$ cat config.mk
export PLATFORM = sky130hd
export DESIGN_NAME = zkbk_issue_arbiter_flat
export DESIGN_NICKNAME = d
export VERILOG_FILES = /design/src/rtl/zkbk_issue_arbiter_if.sv /design/src/rtl/zkbk_issue_arbiter.sv /design/src/flat_wrapper.sv
export SDC_FILE = /design/constraint.sdc
export NUM_CORES = 1
export LEC_CHECK = 0
export CAP_MARGIN = 15
export CORE_MARGIN = 2
export CORE_UTILIZATION = 45
export CTS_CLUSTER_SIZE = 40
export DETAILED_ROUTE_END_ITERATION = 12
export GPL_TIMING_DRIVEN = 0
export PLACE_DENSITY = 0.74
export SLEW_MARGIN = 20
export SYNTH_ARGS = -nofsm -noshare
export SYNTH_HDL_FRONTEND = slang
export SYNTH_SLANG_ARGS = --single-unit
$ cat constraint.sdc
create_clock -name clk -period 4.24 [get_ports clk]
set_clock_uncertainty 0.05 [all_clocks]
set_input_delay 0.424 -clock clk [delete_from_list [all_inputs] [get_ports clk]]
set_output_delay 0.424 -clock clk [all_outputs]
set_load 0.02 [all_outputs]
$ cat src/rtl/zkbk_issue_arbiter_if.sv
// One requester channel of the Zkbk issue arbiter: request (op, operands, tag)
// plus the matching response stream, both valid/ready.
interface zkbk_issue_arbiter_if #(
    parameter int TAG_W = 4
);
    logic             req_valid;
    logic             req_ready;
    logic [3:0]       req_op;
    logic [31:0]      req_rs1;
    logic [31:0]      req_rs2;
    logic [TAG_W-1:0] req_tag;
    logic             rsp_valid;
    logic             rsp_ready;
    logic [31:0]      rsp_data;
    logic [TAG_W-1:0] rsp_tag;
    logic             rsp_err;

    modport master (
        output req_valid, req_op, req_rs1, req_rs2, req_tag, rsp_ready,
        input  req_ready, rsp_valid, rsp_data, rsp_tag, rsp_err
    );

    modport slave (
        input  req_valid, req_op, req_rs1, req_rs2, req_tag, rsp_ready,
        output req_ready, rsp_valid, rsp_data, rsp_tag, rsp_err
    );
endinterface

$ cat src/rtl/zkbk_issue_arbiter.sv
// Round-robin sharing of one LATENCY-stage Zkbk unit between two requesters.
// Response appears LATENCY+1 cycles after accept; per-requester credits stall issue, never the unit.
module zkbk_issue_arbiter #(
    parameter int TAG_W      = 4,
    parameter int RESP_DEPTH = 4,
    parameter int LATENCY    = 2
) (
    input  logic                clk,
    input  logic                rst_n,
    zkbk_issue_arbiter_if.slave ch0,
    zkbk_issue_arbiter_if.slave ch1,
    output logic [31:0]         zk_instruction,
    output logic [31:0]         zk_rs1,
    output logic [31:0]         zk_rs2,
    input  logic [31:0]         zk_out
);
    localparam int PTR_W  = $clog2(RESP_DEPTH);
    localparam int CRED_W = PTR_W + 1;
    localparam int LAST   = LATENCY - 1;

    logic [1:0] rst_sync;
    logic       rst_q_n;

    always_ff @(posedge clk or negedge rst_n) begin
        if (!rst_n) rst_sync <= '0;
        else        rst_sync <= {rst_sync[0], 1'b1};
    end
    assign rst_q_n = rst_sync[1];

    logic [1:0]       req_valid, rsp_ready, elig, grant, push, pop, rsp_valid;
    logic [3:0]       req_op   [2];
    logic [31:0]      req_rs1  [2];
    logic [31:0]      req_rs2  [2];
    logic [TAG_W-1:0] req_tag  [2];
    logic [CRED_W-1:0] cred    [2];
    logic             rr_last;
    logic             sel;

    assign req_valid  = {ch1.req_valid, ch0.req_valid};
    assign rsp_ready  = {ch1.rsp_ready, ch0.rsp_ready};
    assign req_op[0]  = ch0.req_op;
    assign req_op[1]  = ch1.req_op;
    assign req_rs1[0] = ch0.req_rs1;
    assign req_rs1[1] = ch1.req_rs1;
    assign req_rs2[0] = ch0.req_rs2;
    assign req_rs2[1] = ch1.req_rs2;
    assign req_tag[0] = ch0.req_tag;
    assign req_tag[1] = ch1.req_tag;

    // A credit stays held until the response is popped, so an accepted op always has a FIFO slot.
    always_comb begin
        elig = '0;
        for (int i = 0; i < 2; i++) begin
            elig[i] = rst_q_n && req_valid[i] && (cred[i] < CRED_W'(RESP_DEPTH));
        end
        grant[0] = elig[0] && (!elig[1] || rr_last);
        grant[1] = elig[1] && (!elig[0] || !rr_last);
    end

    assign sel            = grant[1];
    assign zk_instruction = (|grant) ? {28'h0, req_op[sel]} : '0;
    assign zk_rs1         = (|grant) ? req_rs1[sel] : '0;
    assign zk_rs2         = (|grant) ? req_rs2[sel] : '0;
    assign ch0.req_ready  = grant[0];
    assign ch1.req_ready  = grant[1];

    // rr_last = 1 means req1 was served last, so req0 wins the next tie.
    always_ff @(posedge clk or negedge rst_q_n) begin
        if (!rst_q_n)   rr_last <= 1'b1;
        else if (|grant) rr_last <= grant[1];
    end

    logic [LATENCY-1:0] trk_vld, trk_id, trk_err;
    logic [TAG_W-1:0]   trk_tag [LATENCY];

    always_ff @(posedge clk or negedge rst_q_n) begin
        if (!rst_q_n) begin
            trk_vld <= '0;
        end else begin
            trk_vld[0] <= |grant;
            for (int s = 1; s < LATENCY; s++) trk_vld[s] <= trk_vld[s-1];
        end
    end

    always_ff @(posedge clk) begin
        trk_id[0]  <= sel;
        trk_err[0] <= (req_op[sel] >= 4'd12);
        trk_tag[0] <= req_tag[sel];
        for (int s = 1; s < LATENCY; s++) begin
            trk_id[s]  <= trk_id[s-1];
            trk_err[s] <= trk_err[s-1];
            trk_tag[s] <= trk_tag[s-1];
        end
    end

    logic [31:0] wr_data;
    assign push[0] = trk_vld[LAST] && !trk_id[LAST];
    assign push[1] = trk_vld[LAST] &&  trk_id[LAST];
    assign wr_data = trk_err[LAST] ? '0 : zk_out;

    logic [PTR_W:0]          wptr     [2];
    logic [PTR_W:0]          rptr     [2];
    logic [31:0]             mem_data [2][RESP_DEPTH];
    logic [TAG_W-1:0]        mem_tag  [2][RESP_DEPTH];
    logic [RESP_DEPTH-1:0]   mem_err  [2];
    logic [31:0]             rsp_data [2];
    logic [TAG_W-1:0]        rsp_tag  [2];
    logic [1:0]              rsp_err;

    always_comb begin
        rsp_valid = '0;
        pop       = '0;
        rsp_err   = '0;
        for (int i = 0; i < 2; i++) begin
            rsp_valid[i] = (wptr[i] != rptr[i]);
            pop[i]       = rsp_valid[i] && rsp_ready[i];
            rsp_data[i]  = rsp_valid[i] ? mem_data[i][rptr[i][PTR_W-1:0]] : '0;
            rsp_tag[i]   = rsp_valid[i] ? mem_tag[i][rptr[i][PTR_W-1:0]] : '0;
            rsp_err[i]   = rsp_valid[i] && mem_err[i][rptr[i][PTR_W-1:0]];
        end
    end

    always_ff @(posedge clk or negedge rst_q_n) begin
        if (!rst_q_n) begin
            for (int i = 0; i < 2; i++) begin
                wptr[i] <= '0;
                rptr[i] <= '0;
                cred[i] <= '0;
            end
        end else begin
            for (int i = 0; i < 2; i++) begin
                if (push[i]) wptr[i] <= wptr[i] + 1'b1;
                if (pop[i])  rptr[i] <= rptr[i] + 1'b1;
                cred[i] <= cred[i] + CRED_W'(grant[i]) - CRED_W'(pop[i]);
            end
        end
    end

    always_ff @(posedge clk) begin
        for (int i = 0; i < 2; i++) begin
            if (push[i]) begin
                mem_data[i][wptr[i][PTR_W-1:0]] <= wr_data;
                mem_tag[i][wptr[i][PTR_W-1:0]]  <= trk_tag[LAST];
                mem_err[i][wptr[i][PTR_W-1:0]]  <= trk_err[LAST];
            end
        end
    end

    assign ch0.rsp_valid = rsp_valid[0];
    assign ch1.rsp_valid = rsp_valid[1];
    assign ch0.rsp_data  = rsp_data[0];
    assign ch1.rsp_data  = rsp_data[1];
    assign ch0.rsp_tag   = rsp_tag[0];
    assign ch1.rsp_tag   = rsp_tag[1];
    assign ch0.rsp_err   = rsp_err[0];
    assign ch1.rsp_err   = rsp_err[1];
endmodule

$ cat src/flat_wrapper.sv
// flat-port wrapper written by rule: the top's interface ports become plain ports
module zkbk_issue_arbiter_flat 
#(
    parameter int TAG_W      = 4,
    parameter int RESP_DEPTH = 4,
    parameter int LATENCY    = 2
)
  (clk, rst_n, zk_instruction, zk_rs1, zk_rs2, zk_out, ch0_req_valid, ch0_req_op, ch0_req_rs1, ch0_req_rs2, ch0_req_tag, ch0_rsp_ready, ch0_req_ready, ch0_rsp_valid, ch0_rsp_data, ch0_rsp_tag, ch0_rsp_err, ch1_req_valid, ch1_req_op, ch1_req_rs1, ch1_req_rs2, ch1_req_tag, ch1_rsp_ready, ch1_req_ready, ch1_rsp_valid, ch1_rsp_data, ch1_rsp_tag, ch1_rsp_err);
  zkbk_issue_arbiter_if #(.TAG_W(TAG_W)) ch0_i ();
  zkbk_issue_arbiter_if #(.TAG_W(TAG_W)) ch1_i ();
  input  logic clk;
  input  logic rst_n;
  output logic [31:0] zk_instruction;
  output logic [31:0] zk_rs1;
  output logic [31:0] zk_rs2;
  input  logic [31:0] zk_out;
  input wire logic [$bits(ch0_i.req_valid)-1:0] ch0_req_valid;
  input wire logic [$bits(ch0_i.req_op)-1:0] ch0_req_op;
  input wire logic [$bits(ch0_i.req_rs1)-1:0] ch0_req_rs1;
  input wire logic [$bits(ch0_i.req_rs2)-1:0] ch0_req_rs2;
  input wire logic [$bits(ch0_i.req_tag)-1:0] ch0_req_tag;
  input wire logic [$bits(ch0_i.rsp_ready)-1:0] ch0_rsp_ready;
  output wire logic [$bits(ch0_i.req_ready)-1:0] ch0_req_ready;
  output wire logic [$bits(ch0_i.rsp_valid)-1:0] ch0_rsp_valid;
  output wire logic [$bits(ch0_i.rsp_data)-1:0] ch0_rsp_data;
  output wire logic [$bits(ch0_i.rsp_tag)-1:0] ch0_rsp_tag;
  output wire logic [$bits(ch0_i.rsp_err)-1:0] ch0_rsp_err;
  input wire logic [$bits(ch1_i.req_valid)-1:0] ch1_req_valid;
  input wire logic [$bits(ch1_i.req_op)-1:0] ch1_req_op;
  input wire logic [$bits(ch1_i.req_rs1)-1:0] ch1_req_rs1;
  input wire logic [$bits(ch1_i.req_rs2)-1:0] ch1_req_rs2;
  input wire logic [$bits(ch1_i.req_tag)-1:0] ch1_req_tag;
  input wire logic [$bits(ch1_i.rsp_ready)-1:0] ch1_rsp_ready;
  output wire logic [$bits(ch1_i.req_ready)-1:0] ch1_req_ready;
  output wire logic [$bits(ch1_i.rsp_valid)-1:0] ch1_rsp_valid;
  output wire logic [$bits(ch1_i.rsp_data)-1:0] ch1_rsp_data;
  output wire logic [$bits(ch1_i.rsp_tag)-1:0] ch1_rsp_tag;
  output wire logic [$bits(ch1_i.rsp_err)-1:0] ch1_rsp_err;
  assign ch0_i.req_valid = ch0_req_valid;
  assign ch0_i.req_op = ch0_req_op;
  assign ch0_i.req_rs1 = ch0_req_rs1;
  assign ch0_i.req_rs2 = ch0_req_rs2;
  assign ch0_i.req_tag = ch0_req_tag;
  assign ch0_i.rsp_ready = ch0_rsp_ready;
  assign ch0_req_ready = ch0_i.req_ready;
  assign ch0_rsp_valid = ch0_i.rsp_valid;
  assign ch0_rsp_data = ch0_i.rsp_data;
  assign ch0_rsp_tag = ch0_i.rsp_tag;
  assign ch0_rsp_err = ch0_i.rsp_err;
  assign ch1_i.req_valid = ch1_req_valid;
  assign ch1_i.req_op = ch1_req_op;
  assign ch1_i.req_rs1 = ch1_req_rs1;
  assign ch1_i.req_rs2 = ch1_req_rs2;
  assign ch1_i.req_tag = ch1_req_tag;
  assign ch1_i.rsp_ready = ch1_rsp_ready;
  assign ch1_req_ready = ch1_i.req_ready;
  assign ch1_rsp_valid = ch1_i.rsp_valid;
  assign ch1_rsp_data = ch1_i.rsp_data;
  assign ch1_rsp_tag = ch1_i.rsp_tag;
  assign ch1_rsp_err = ch1_i.rsp_err;
  zkbk_issue_arbiter #(.TAG_W(TAG_W), .RESP_DEPTH(RESP_DEPTH), .LATENCY(LATENCY)) u_core (.clk(clk), .rst_n(rst_n), .ch0(ch0_i), .ch1(ch1_i), .zk_instruction(zk_instruction), .zk_rs1(zk_rs1), .zk_rs2(zk_rs2), .zk_out(zk_out));
endmodule
## Word-level counts from Yosys, hierarchy flattened

Memories as Yosys holds them, arrays and structs flattened.
Cells that the tools add are included.

- Bits in registers: 27
- Memory bits (writable): 304
- Logic and storage cells: 137
- Memories kept: 4

- Add/subtract/negate cells: 8
- Order comparisons: 16
- Eq/ne operators: 2
- Muxes and demuxes: 65
- Bitwise operators: 5
- Reductions and logical operators: 26

Memory list:

| memory | words | bits a word | rd ports | clocked after Yosys merged registers in | wr ports | line | RTL |
|---|---|---|---|---|---|---|---|
| u_core.mem_data | 2 | 128 | 2 | 0 | 1 | zkbk_issue_arbiter.sv:103 | `logic [31:0] mem_data [2][RESP_DEPTH];` |
| u_core.mem_tag | 2 | 16 | 2 | 0 | 1 | zkbk_issue_arbiter.sv:104 | `logic [TAG_W-1:0] mem_tag [2][RESP_DEPTH];` |
| u_core.mem_err | 2 | 4 | 2 | 0 | 1 | zkbk_issue_arbiter.sv:105 | `logic [RESP_DEPTH-1:0] mem_err [2];` |
| u_core.trk_tag | 2 | 4 | 2 | 0 | 2 | zkbk_issue_arbiter.sv:74 | `logic [TAG_W-1:0] trk_tag [LATENCY];` |

Operators with widths:

| operator | count |
|---|---|
| 2-to-1 mux 32 bit | 17 |
| 2-to-1 mux 128 bit | 4 |
| binary-select mux 32 bit (select 2 bit) | 2 |
| demux 32 bit (select 2 bit) | 2 |
| OR reduction 128 bit | 1 |
| 2-to-1 mux 4 bit | 19 |
| 2-to-1 mux 16 bit | 4 |
| binary-select mux 4 bit (select 2 bit) | 2 |
| demux 4 bit (select 2 bit) | 2 |
| logical AND 1 bit | 16 |
| OR reduction 16 bit | 1 |
| adder 3 x 1 -> 3 bit (second input constant) | 4 |
| >= comparator 3 bit (second input constant) | 4 |
| < comparator 2 x 3 -> 1 bit (second input constant) | 4 |
| NOT 2 -> 3 bit | 4 |
| 2-to-1 mux 1 bit | 9 |
| adder 3 x 1 -> 3 bit | 2 |
| < comparator 3 x 1 -> 1 bit (second input constant) | 2 |
| < comparator 3 bit (second input constant) | 2 |
| inequality test 3 bit | 2 |
| subtractor 3 x 1 -> 3 bit | 2 |
| binary-select mux 1 bit (select 2 bit) | 2 |
| demux 1 bit (select 2 bit) | 2 |
| >= comparator 2 x 1 -> 1 bit (second input constant) | 2 |
| 7 further kinds | 11 |

## Logic depth before layout (Yosys ltp)

Gate-level depths: netlist of the first run.

- Depth in word-level cells: 10
- Depth in mapped cells: 12

## Least setup slack after synthesis of the first run

OpenSTA, ideal clock, no wires.

- Kind: reg2reg
- Start: register u_core.rst_sync[1]
- End: register u_core.cred[2] in the netlist's numbering
- Data arrival time: 2770 ps
- Required time: 4067 ps
- Path slack: 1298 ps
- Stages on the path, launching flop included: 12
- Buffers on the path: 1
- Path through: dfrtp_1 > nand3b_1 > a21oi_4 > inv_2 > clkbuf_1 > ha_1 > inv_1 > ha_1 > inv_1 > fa_1 > xnor2_1 > xnor2_1

- Cells in the longest elaborated chain, start to end: 7
- Elaborated cells on any way between the ends: 9
- Those cells by class: 2 x add/sub; 7 x reduce/logical

RTL lines:

| element | line | RTL |
|---|---|---|
| start: declaration | zkbk_issue_arbiter.sv:21 | `logic [1:0] rst_sync;` |
| start signal: assignment | zkbk_issue_arbiter.sv:26 | `else rst_sync <= {rst_sync[0], 1'b1};` |
| logical AND 1 bit (2 in series) | zkbk_issue_arbiter.sv:54 | `elig[i] = rst_q_n && req_valid[i] && (cred[i] < CRED_W'(RESP_DEPTH));` |
| logical NOT 1 bit | zkbk_issue_arbiter.sv:57 | `grant[1] = elig[1] && (!elig[0] \|\| !rr_last);` |
| logical OR 1 bit | zkbk_issue_arbiter.sv:57 |  |
| logical AND 1 bit (*) | zkbk_issue_arbiter.sv:57 |  |
| via ch1_req_ready | flat_wrapper.sv:34 | `output wire logic [$bits(ch1_i.req_ready)-1:0] ch1_req_ready;` |
| adder 3 x 1 -> 3 bit (*) | zkbk_issue_arbiter.sv:134 | `cred[i] <= cred[i] + CRED_W'(grant[i]) - CRED_W'(pop[i]);` |
| subtractor 3 x 1 -> 3 bit (*) | zkbk_issue_arbiter.sv:134 |  |
| end signal: indexed assignment | zkbk_issue_arbiter.sv:134 |  |
| end: declaration | zkbk_issue_arbiter.sv:35 | `logic [CRED_W-1:0] cred [2];` |

Mark *: on every way through the listed nets, which the timed path passes. The rest lies on a longest branch.
A chain may end at the register's enable or synchronous reset.

## Worst setup path after layout of the first run

- Start: register u_core.rst_sync[1]
- End: output port zk_rs1[6]

- Cells in the longest elaborated chain, start to end: 10
- Elaborated cells on any way between the ends: 16
- Those cells by class: 4 x mux; 1 x bitwise; 11 x reduce/logical

RTL lines:

| element | line | RTL |
|---|---|---|
| logical AND 1 bit (2 in series) | zkbk_issue_arbiter.sv:54 |  |
| logical NOT 1 bit | zkbk_issue_arbiter.sv:57 |  |
| logical OR 1 bit | zkbk_issue_arbiter.sv:57 |  |
| logical AND 1 bit | zkbk_issue_arbiter.sv:57 |  |
| NOT 1 -> 2 bit (implied by the code) | zkbk_issue_arbiter.sv:62 | `assign zk_rs1 = (\|grant) ? req_rs1[sel] : '0;` |
| 2-to-1 mux 32 bit (implied by the code) (3 in series) | zkbk_issue_arbiter.sv:62 |  |
| 2-to-1 mux 32 bit (*) | zkbk_issue_arbiter.sv:62 |  |
| end: declaration | flat_wrapper.sv:14 | `output logic [31:0] zk_rs1;` |

Every way passes the cells marked *; elsewhere a longest branch is shown, timed or not. The select of a mux whose other input is x is not followed.

==> results of run 1 <==
## stage by stage
| stage | std cells | setup WS (ns) | util |
|---|---|---|---|
| 5_1_grt | 1704 | 0.003568 | 0.6138 |
| 3_5_place_dp | 1645 | 0.08818 | 0.5818 |
| 6_report | 1704 | 0.2243 | 0.6138 |
| 3_3_place_gp | 1643 | 0.08735 | 0.5795 |
| 4_1_cts | 1703 | 0.1219 | 0.6138 |
| 2_1_floorplan | 914 | 1.298 | - |
## repair_timing
action	4_1_cts	5_1_grt
hold buffers	1	0
endpoints found under the setup margin	11	0
hold endpoints to repair	2	0
buffers inserted	0	0
gates resized for setup	5	0
## where the power goes
group	internal (mW)	total, mW	switching (mW)
clock	1.57	2.69	1.12
combinational	2.54	5.51	2.98
sequential	3.95	4.11	0.167
total	8.06	12.3	4.26
## logic make-up after synthesis
kind of cell / Yosys count / synth area share
fa+ha+maj: 16 / 0.01499
simple gates: 130 / 0.05619
buf+inv: 164 / 0.05384
mux: 81 / 0.1224
xor+xnor: 18 / 0.01098
compound gates: 145 / 0.06525
other cells: 2 / 0.0005229
flops: 331 / 0.6758
## synthesized netlist by cell type, types with 2 or more instances
cell	instances
buf_6	2
dfrtp_1	22
o21ai_0	67
xor2_1	9
mux4_2	74
nor2b_1	107
edfxtp_1	296
conb_1	2
nand2b_1	3
inv_1	79
o211ai_1	64
a22o_1	4
and2_1	4
nor4_1	2
o31ai_1	2
nor3_1	2
xnor2_1	9
buf_1	7
nor3b_1	2
buf_2	12
dfxtp_1	12
buf_4	34
o311ai_0	2
ha_1	14
mux2_4	4
fa_1	2
o21bai_1	2
a21o_1	2
mux2i_1	2
nand2_1	4
and3_1	4
clkbuf_1	29
## worst register-to-register path, stage by stage (launching register included)
cell	delay, ns
dfrtp_2	0.70
nand3b_1	0.32
a21oi_4	0.32
inv_2	0.14
clkbuf_1	0.25
ha_1	0.33
inv_1	0.06
ha_1	0.14
inv_1	0.05
fa_1	0.37
xnor2_1	0.18
xnor2_1	0.13
## area by class of cell
| class | count | share of cell area |
|---|---|---|
| flip-flops and latches | 331 | 0.5024 |
| repair buffers | 330 | 0.1724 |
| clock inverters | 16 | 0.007836 |
| plain buffers | 84 | 0.02448 |
| multi-input cells | 419 | 0.2075 |
| inverters | 80 | 0.01554 |
| diodes | 1 | 0.0001295 |
| well taps | 402 | 0.02603 |
| clock buffers | 41 | 0.04365 |
## metal layers
metal	global-route usage	vias to the layer above
met3	0.03572	67
met2	0.4313	350
met1	0.2829	4461
met4	0.07452	2
met5	0	-
li1	-	4061
## state kept, by name, indices dropped and copies added, names as in the netlist
name,cells
u_core.mem_data,256
u_core.mem_tag,32
u_core.mem_err,8
u_core.trk_tag,8
u_core.cred,6
u_core.rptr,6
u_core.wptr,6
u_core.rst_sync,2
u_core.trk_err,2
u_core.trk_id,2
u_core.trk_vld,2
u_core.rr_last,1
## how the worst max path moves through the flow
stage,start,to,cells past startpoint
2_1_floorplan,u_core.rst_sync[1],u_core.cred[2],11
5_1_grt,u_core.rst_sync[1],zk_rs2[24],6
4_1_cts,u_core.rst_sync[1],zk_rs2[24],6
6_report,u_core.rst_sync[1],zk_rs1[6],6
3_3_place_gp,u_core.rst_sync[1],zk_rs1[6],6
3_5_place_dp,u_core.rst_sync[1],zk_rs1[6],6
==> impl_metrics.toml, run 1 <==
[drt]
met1Wirelength_um = 15170
drt-total-wl_um = 39440
wire_per_inst_um = 23.15
top_layer_used = "met5"
antenna_left = 0
drt_iter0_drc = 703
dr_total_vias = 8941
drcViolationCount = 0
drt_first_pass_iters = 5
wl_met2_um = 20890
viasPerCell = 5.247
met3RoutedLength_um = 1984

[timing]
rsz0062_at_grt = "no"
timing.final.crit_share = 0.9471
relSlewSlack = 0.4654
hold_viol = 0
max_freq_ghz = 0.2490
tightest_slew_ns = 0.8018
min_period_ns = 4.016
setup_tns_ns = 0
setup_viol = 0
drv_slew = 0
fin_hold_ws_ns = 0.1870

[placement]
dp_hpwl_um = 28040
gp_congestion = 0.8960
placement.io_buffers = 327
place_area_um2 = 18310

[clock_network]
tritoncts = "done"
cts_sinks = 331
clockBufferDepth = 3
cts_buffers = 31
cts_max_level = 1
cts_root_buf = "clkbuf_16"
path_clk_slew_ns = 0.06
insertion_delay_ns = 0.54

[floorplanning]
dieHeight_um = 182.6
start_util = 0.4563
core_area_um2 = 31470
die-area_um2 = 33360
num_io_pins = 356
die_x_um = 182.6
rows = 65

[global_route]
grt_overflow_total = 0
antenna_found_initial = 2
grt_pass1_vias = 9176
grt_max_degree = 39
grt_pass1_wl_um = 57170
track_usage = 0.2344

[worst_setup_path]
r2r_start = "u_core.rst_sync[1]"
r2r_cells = 11
crit_required_ns = 3.77
timing.rr.end = "u_core.cred[2]"
path_class = "flop to primary output"
r2r_slack_ns = 1.12
cp_num_buf_inv = 3
start_kind = "flop"
crit_fanout = 23
cp.arrival_ns = 3.54
crit_slowest_cell = "clkdlybuf4s50_1"
cp-end-kind = "primary output"
cpLargestDelayFamily = "buffers and inverters"
cp_slowest_stage_delay_ns = 0.73
crit_chain = "nand3b_1, a21oi_4, inv_2, clkbuf_1, o21ai_1, clkdlybuf4s50_1"

[synthesis]
synth.top_cell.area_share = 0.6189
syn_inst = 887
synthDistinctLibCells = 39
avgSynthCellArea_um2 = 16.19
yosysWarnings = 0
yosys_most_used_dff = "edfxtp_1"
synth_area_um2 = 14360
yosysSeqAreaShare = 0.6758
synth_edf_count = 296
synth_seq_cells = 331
yosys.area.top_type = "edfxtp_1"
async_flop_share = 0.06949
synth_area_leaders = "edfxtp_1 (62%), mux4_2 (12%), nor2b_1 (4.7%)"

[power]
powerDensity_nw_per_um2 = 637.7
peakVddDrop_mv = 0.4120
finalPower_mw = 12.32
p_leak_nw = 6.850

[cells_and_area]
seqCellArea_um2 = 9707
final_common_cell = "clkdlybuf4s50_1"
finalNetCount = 1475
multi_input_area_um2 = 4009
fin_area_um2 = 19320
drive_gt1_frac = 0.1422
layout-area-overhead-vs-synth_pct = 34.53
fillCellCount = 2379
final_cell_mix = "clkdlybuf4s50_1 (327), edfxtp_1 (296), nor2b_1 (107)"

[run_status]
status = "complete, no violations"

[min_path]
hold_class = "flop to asynchronous set/reset pin"

[run]
drv_cap = 0
Power figures use the tool's default switching activity.
==> inputs of run 2 (changes only) <==
--- a/config.mk
+++ b/config.mk
@@ -5,6 +5,7 @@
 export SDC_FILE = /design/constraint.sdc
 export NUM_CORES = 1
 export LEC_CHECK = 0
+export ABC_CLOCK_PERIOD_IN_PS = 4240
 export CAP_MARGIN = 15
 export CORE_MARGIN = 2
 export CORE_UTILIZATION = 45
==> results of run 2 <==
Same layout as run 1: the final DEF is identical, and so are final timing and power.
==> inputs of run 3 (changes only) <==
--- a/config.mk
+++ b/config.mk
@@ -7,7 +7,7 @@
 export LEC_CHECK = 0
 export ABC_CLOCK_PERIOD_IN_PS = 4240
 export CAP_MARGIN = 15
-export CORE_MARGIN = 2
+export CORE_MARGIN = 1.5
 export CORE_UTILIZATION = 45
 export CTS_CLUSTER_SIZE = 40
 export DETAILED_ROUTE_END_ITERATION = 12
==> run 3 against run 2 <==
Against the previous run: flip-flop and latch count is the same; critical path depth did not move; utilization is 0.076 points higher; routed wire length shrank 1.2%; worst hold slack worse by 0.15 ns; non-clock buffer count grew 1; design area is 0.12% higher; largest power group unchanged; register-to-register slack improved by 0.08 ns.
==> impl_metrics.toml, run 3 (synthesis results as in run 1) <==
[power]
p_leak_nw = 6.842
powerDensity_nw_per_um2 = 635.8
peakVddDrop_mv = 0.3058
finalPower_mw = 12.30

[drt]
antenna_left = 0
drt_iter0_drc = 723
dr_total_vias = 8897
viasPerCell = 5.215
drcViolationCount = 0
drt-total-wl_um = 38970
wire_per_inst_um = 22.84
drt_first_pass_iters = 5

[clock_network]
cts_buffers = 34
cts_sinks = 331
insertion_delay_ns = 0.50
tritoncts = "done"
cts_max_level = 2
cts_hold_buf = 0
path_clk_slew_ns = 0.06
cts_root_buf = "clkbuf_16"
clockBufferDepth = 3

[cells_and_area]
fillCellCount = 2325
drive_gt1_frac = 0.1420
largest_register_ff_count = 256
final_common_cell = "clkdlybuf4s50_1"
multi_input_area_um2 = 4009
seqCellArea_um2 = 9709
layout-area-overhead-vs-synth_pct = 34.69
final_cell_mix = "clkdlybuf4s50_1 (327), edfxtp_1 (296), nor2b_1 (107)"
finalNetCount = 1479

[worst_setup_path]
start_kind = "flop"
cp-end-kind = "primary output"
cp_num_buf_inv = 3
cp.arrival_ns = 3.48
cp_slowest_stage_delay_ns = 0.75
crit_slowest_cell = "clkdlybuf4s50_1"
cpLargestDelayFamily = "buffers and inverters"
path_class = "flop to primary output"
crit_chain = "nand3b_1, a21oi_4, inv_2, clkbuf_1, o21ai_0, clkdlybuf4s50_1"
crit_required_ns = 3.77
crit_fanout = 23

[global_route]
antenna_found_initial = 1
grtUsageMet1 = 0.2868
grt_max_degree = 39
grt_pass1_wl_um = 57170
use_met2 = 0.4320
grt_use_met3 = 0.04653
grt_overflow_total = 0
grt_pass1_vias = 9080
top_usage_layer = "met2"
track_usage = 0.2379

[timing]
max_freq_ghz = 0.2531
rsz0062_at_grt = "no"
hold_viol = 0
drv_slew = 0
setup_viol = 0
min_period_ns = 3.951
tightest_slew_ns = 0.8172
relSlewSlack = 0.4552
setup_tns_ns = 0
fin_hold_ws_ns = 0.03573
timing.final.crit_share = 0.9319

[min_path]
hold_class = "input port to asynchronous set/reset pin"

[placement]
dp_hpwl_um = 27280
gp_congestion = 0.8974
placement.io_buffers = 327

[floorplanning]
start_util = 0.4563
num_io_pins = 356
rows = 65
core_area_um2 = 31470
die_x_um = 181.6
dieHeight_um = 181.6
die-area_um2 = 32990

[run]
drv_cap = 0

[run_status]
status = "complete, no violations"
run 3: cell types whose count changed in the layout (fill, tap and decap cells not counted), moves of 3 or more:
cell / change
clkbuf_1: +5
clkbuf_16: +4
o21ai_0: -4
o21ai_1: +4
and2_2: +3
and2_4: -3
bufinv_16: -3
clkbuf_8: -3
clkinv_2: -3
run 3: layout make-up:
class | count | area share
Multi-Input combinational cell | 419 | 0.2072
Inverter | 80 | 0.01552
Buffer | 84 | 0.02445
Timing Repair Buffer | 331 | 0.1737
Tap cell | 402 | 0.02600
Antenna cell | 1 | 0.0001294
Clock buffer | 47 | 0.04761
Sequential cell | 331 | 0.5019
Clock inverter | 11 | 0.003364
run 3: final timing paths:
path,slack [ns],end,cells past startpoint,from
hold / removal,0.04,u_core.rst_sync[1],1,rst_n
setup / recovery,0.29,zk_rs1[13],6,u_core.rst_sync[1]
min in group clk,0.28,u_core.trk_id[1],0,u_core.trk_id[0]
hold reg to reg,0.17,u_core.cred[2],0,u_core.rst_sync[1]
max in group asynchronous,3.67,u_core.rr_last,0,u_core.rst_sync[1]
setup reg to reg,1.20,u_core.cred[2],11,u_core.rst_sync[1]
run 3: metal layers:
layer / share of wire / wire (um)
met5: 0 / 0
met4: 0.026 / 1005
met3: 0.066 / 2558
met2: 0.53 / 20770
met1: 0.38 / 14640
run 3: per-stage QoR:
stage                     std cells  utilization  instance area [um2]  setup slack [ns]
after detailed placement       1647       0.5831                18350            0.1539
final                          1706       0.6146                19340            0.2885
after global placement         1643       0.5795                18240            0.2409
after floorplan                 914            -                14460             1.298
after global routing           1706       0.6146                19340            0.1192
after CTS                      1705       0.6144                19340          0.006315
run 3: repair_timing:
item	4_1_cts	5_1_grt
setup buffers	0	0
setup endpoints to repair	15	11
pin swaps	0	0
gates resized for setup	1	9
run 3: power breakdown:
group	leakage [nW]	switching, mW	internal (mW)	total (mW)
sequential	3.07	0.172	3.95	4.12
clock	0.474	1.15	1.52	2.67
combinational	3.30	2.96	2.55	5.51
